===== src/rtl/mux41_rr_arbiter.sv =====
// rtl/mux41_rr_arbiter.sv - round-robin arbiter driving the shared 4:1 mux selects
// Grants one of four requesters at a time with a bounded hold window for fairness.
module mux41_rr_arbiter #(
  parameter int MAX_HOLD = 4,
  parameter int HOLD_W   = 4
) (
  input  logic              clk,
  input  logic              rst,
  input  logic [3:0]        req,
  output logic [3:0]        gnt,
  output logic [1:0]        sel,
  output logic              busy,
  output logic              switch,
  output logic [HOLD_W-1:0] hold_cnt
);

  typedef enum logic {IDLE, GRANT} state_t;

  state_t            state, state_n;
  logic [3:0]        gnt_n;
  logic [1:0]        sel_n;
  logic [1:0]        last, last_n;
  logic              switch_n;
  logic [HOLD_W-1:0] hold_n;

  logic [3:0]        cand;
  logic [1:0]        pick;
  logic [1:0]        idx;
  logic              pick_valid;

  always_ff @(posedge clk) begin
    if (rst) begin
      state    <= IDLE;
      gnt      <= 4'b0000;
      sel      <= 2'b00;
      last     <= 2'd3;
      switch   <= 1'b0;
      hold_cnt <= '0;
    end else begin
      state    <= state_n;
      gnt      <= gnt_n;
      sel      <= sel_n;
      last     <= last_n;
      switch   <= switch_n;
      hold_cnt <= hold_n;
    end
  end

  assign busy = |gnt;

  // The current owner never competes against itself when rotating away.
  always_comb begin
    cand       = (state == GRANT) ? (req & ~gnt) : req;
    pick       = 2'd0;
    idx        = 2'd0;
    pick_valid = |cand;
    for (int k = 4; k >= 1; k--) begin
      idx = last + 2'(k);
      if (cand[idx]) pick = idx;
    end
  end

  always_comb begin
    state_n  = state;
    gnt_n    = gnt;
    sel_n    = sel;
    last_n   = last;
    switch_n = 1'b0;
    hold_n   = hold_cnt;

    case (state)
      IDLE: begin
        if (pick_valid) begin
          state_n  = GRANT;
          gnt_n    = 4'b0001 << pick;
          sel_n    = pick;
          last_n   = pick;
          hold_n   = HOLD_W'(1);
          switch_n = 1'b1;
        end
      end
      GRANT: begin
        if (!req[sel] || hold_cnt == HOLD_W'(MAX_HOLD)) begin
          if (pick_valid) begin
            gnt_n    = 4'b0001 << pick;
            sel_n    = pick;
            last_n   = pick;
            hold_n   = HOLD_W'(1);
            switch_n = 1'b1;
          end else if (!req[sel]) begin
            state_n = IDLE;
            gnt_n   = 4'b0000;
            hold_n  = '0;
          end else begin
            hold_n = HOLD_W'(1);
          end
        end else begin
          hold_n = hold_cnt + HOLD_W'(1);
        end
      end
      default: state_n = IDLE;
    endcase
  end

endmodule


===== config.mk =====
export PLATFORM = sky130hd
export DESIGN_NAME = mux41_rr_arbiter
export DESIGN_NICKNAME = d
export VERILOG_FILES = /design/src/rtl/mux41_rr_arbiter.sv
export SDC_FILE = /design/constraint.sdc
export NUM_CORES = 1
export LEC_CHECK = 0
export ABC_AREA = 1
export ABC_CLOCK_PERIOD_IN_PS = 2400
export CAP_MARGIN = 20
export CORE_ASPECT_RATIO = 0.75
export CORE_UTILIZATION = 54
export CTS_CLUSTER_SIZE = 8
export DETAILED_ROUTE_END_ITERATION = 8
export GPL_TIMING_DRIVEN = 0
export PLACE_DENSITY_LB_ADDON = 0.1
export SLEW_MARGIN = 10
export SYNTH_ARGS = -nofsm -noshare
export SYNTH_HDL_FRONTEND = slang
export SYNTH_SLANG_ARGS = --single-unit
export TNS_END_PERCENT = 30

===== constraint.sdc =====
create_clock -name clk -period 2.4 [get_ports clk]
set_clock_uncertainty 0.05 [all_clocks]
set_input_delay 0.48 -clock clk [delete_from_list [all_inputs] [get_ports clk]]
set_output_delay 0.48 -clock clk [all_outputs]
set_load 0.005 [all_outputs]

==> run metrics <==
status finished, final reports clean; count leader, synth nand2_1; fill cell count 133; Net Count, Synth 143; Bufs on Longest Clock Path 2; Crit-path slowest cell or4_1; share of the synthesized area in the top cell type 0.290; asr flop ratio synth 0; WP data required 1.87 ns; Reg2Reg Depth 9; PwrDens 1300 mW/mm2; Fin. Hold Viols 0; CTS tree yes; hold path depth 2; switching pwr 718 uW; initial antenna violation count 0; Reg-to-Reg Start hold_cnt[0]$_SDFFE_PP0P_; Crit Path Category reg2out; fmax 462 MHz; crit end category primary output; top cells by area, synth dfxtp_1 29%, nand2_1 16%, nand3_1 7.3%, nand2_2 5.8%, a21oi_1 4.7%; hold crit path type reg2reg; clock sinks 14; NumNets Final approximately 170; hold endpoint hold_cnt[3]$_SDFFE_PP0P_; CORE AREA 0.00158 mm2; cts hold-fix bufs 0; Seq/Total Area, Yosys 0.290; Net Sw Frac 0.462; DRC viols 0; largest net degree at the start of global routing 11; IO Pins 18; Vias about 950; vias per std cell 5.36; P&R area growth vs syn 24.1%; cts bufs inserted 3; Critical Path AT 1.64 ns; Die Y-Extent 38.6 um; syn avg cell area 7.16 um2; YS warnings 0; fin crit share 0.903; Slew Limit Headroom 0.701; Hold WS 0.454 ns; Hold Crit Start hold_cnt[3]$_SDFFE_PP0P_; Mapped Cells 135; sequential share of power 0.248; wire per inst 12.8 um; H-Tree Depth 1; Pint 835 uW; Setup Fix Bufs, Post-CTS 0; final period demand of the worst path 2.17 ns; DRT antenna net count 0; critical path startpoint category flop; Yosys top cell by area dfxtp_1; Primary FF master, synth dfxtp_1; dpl hpwl 1700 um; multi-input gate area in the final layout 596 um2; DIE AREA 0.00196 mm2; Max VDD drop 0.000862 V; largest incremental delay on the critical path 0.52 ns; MaxCap Viol Count 0; Setup TNS Final 0 ns; crit path cell chain or4_1 > clkdlybuf4s50_1; # diodes 0; layout cells sized above 1 0.205; FF-to-FF End last[1]$_SDFFE_PP1P_; later-pin clock latency in the skew report around 0.29 ns; register area 280 um2; Total GRT Usage 0.278; RSZ-0062 raised after global routing no; Slew @ Worst Pin 0.448 ns; final wirelength 2260 um; Leakage around 0.00053 uW; DRT Pass-1 Iters 4; buffers added on ports 17; synth cell count leaders 42 x nand2_1, 14 x dfxtp_1, 14 x nand3_1; number of synthesized register bits 14; Synth cell types 31; Comb pwr share 0.643; Clock Tree Root clkbuf_4; final-report max-slew violation count 0; Initial Utilization 0.613; Critical Path Fanout Max 4; total gr overflow 0; Syn Std Cell Area 966 um2; post-cts repair resize count 0; DR iter-0 viols 28; Clock Pin Slew Worst Setup and Hold Paths 0.09 ns; Setup violations, final 0; clock power share 0.109; Die Wd 50.8 um; EDFF count, synth 0; r2r setup slk 0.71 ns; row count 12; GP Congestion 0.774; first-pass GRT wire length 3820 um; vias in the first global route 850
[through the flow]
stage          setup WS (ns)  total power, uW  std cells  cell area (um2)   util
2_1_floorplan          0.915             1090        135              966      -
3_3_place_gp           0.354             1340        173             1160  0.737
3_5_place_dp           0.318             1370        173             1160  0.737
4_1_cts                0.245             1550        177             1200  0.760
5_1_grt                0.195             1710        177             1200  0.760
6_report               0.233             1550        177             1200  0.760
[registers in the layout, indices dropped and copies added, names as in the netlist]
signal	cells
gnt	4
sel	2
state	1
hold_cnt	4
last	2
switch	1
[layer usage]
layer  track usage  share of wire  vias to the layer above
met4        0.0972         0.0049                        0
met2         0.457           0.44                       31
met3        0.0588          0.051                        2
met5             0              0                        -
met1         0.364           0.50                      432
li1              -              -                      483
[cells by family (layout without fill, tap and decap cells)]
family,count (synthesis),after routing,synth area share
AND/OR/NAND/NOR,81,81,0.435
adder cells (fa/ha/maj),2,2,0.0259
flip-flops,14,14,0.290
buffers and inverters,17,38,0.0933
XOR/XNOR,4,4,0.0363
AO/OA/AOI/OAI,17,17,0.119
[how the worst max path moves through the flow]
stage | startpoint | endpoint | slack (ns) | depth (start not counted)
after global routing | gnt[3]$_SDFFE_PP0P_ | busy | 0.20 | 2
after floorplan | hold_cnt[0]$_SDFFE_PP0P_ | sel[0]$_SDFFE_PP0P_ | 0.92 | 11
final | gnt[3]$_SDFFE_PP0P_ | busy | 0.23 | 2
after detailed placement | req[3] | sel[0]$_SDFFE_PP0P_ | 0.32 | 11
after global placement | req[1] | gnt[2]$_SDFFE_PP0P_ | 0.35 | 9
after CTS | gnt[2]$_SDFFE_PP0P_ | busy | 0.25 | 2
[worst max-delay path: cells and delay by family (launching register included)]
family,cells,cell delay (ns)
and+or+nand+nor,1,0.52
buffers and inverters,1,0.46
DFF,1,0.37
[cells in the final DEF (no fill, tap or decap), drive strengths merged, types with 2 or more instances in the layout]
cell	count
xor2	3
o211ai	2
nand2	51
ha	2
buf	4
o21ai	2
a21oi	11
dfxtp	14
and2	2
nand3	16
clkbuf	5
clkdlybuf4s50	17
nor2	7
inv	11
nand4	2
[power by group through the flow]
stage | registers [uW] | clock network, uW | logic [uW]
3_5_place_dp | 386 | 0 | 985
4_1_cts | 382 | 171 | 997
5_1_grt | 395 | 187 | 1130
2_1_floorplan | 374 | 0 | 713
3_3_place_gp | 381 | 0 | 963
6_report | 386 | 169 | 999
[cell type report]
cell class / count / share of cell area
Tap cell: 21 / 0.0219
Buffer: 5 / 0.0324
Timing Repair Buffer: 17 / 0.142
Inverter: 12 / 0.0428
Sequential cell: 14 / 0.234
Clock buffer: 4 / 0.0303
Multi-Input combinational cell: 104 / 0.497
No activity file was read; power rests on OpenSTA's default activity.
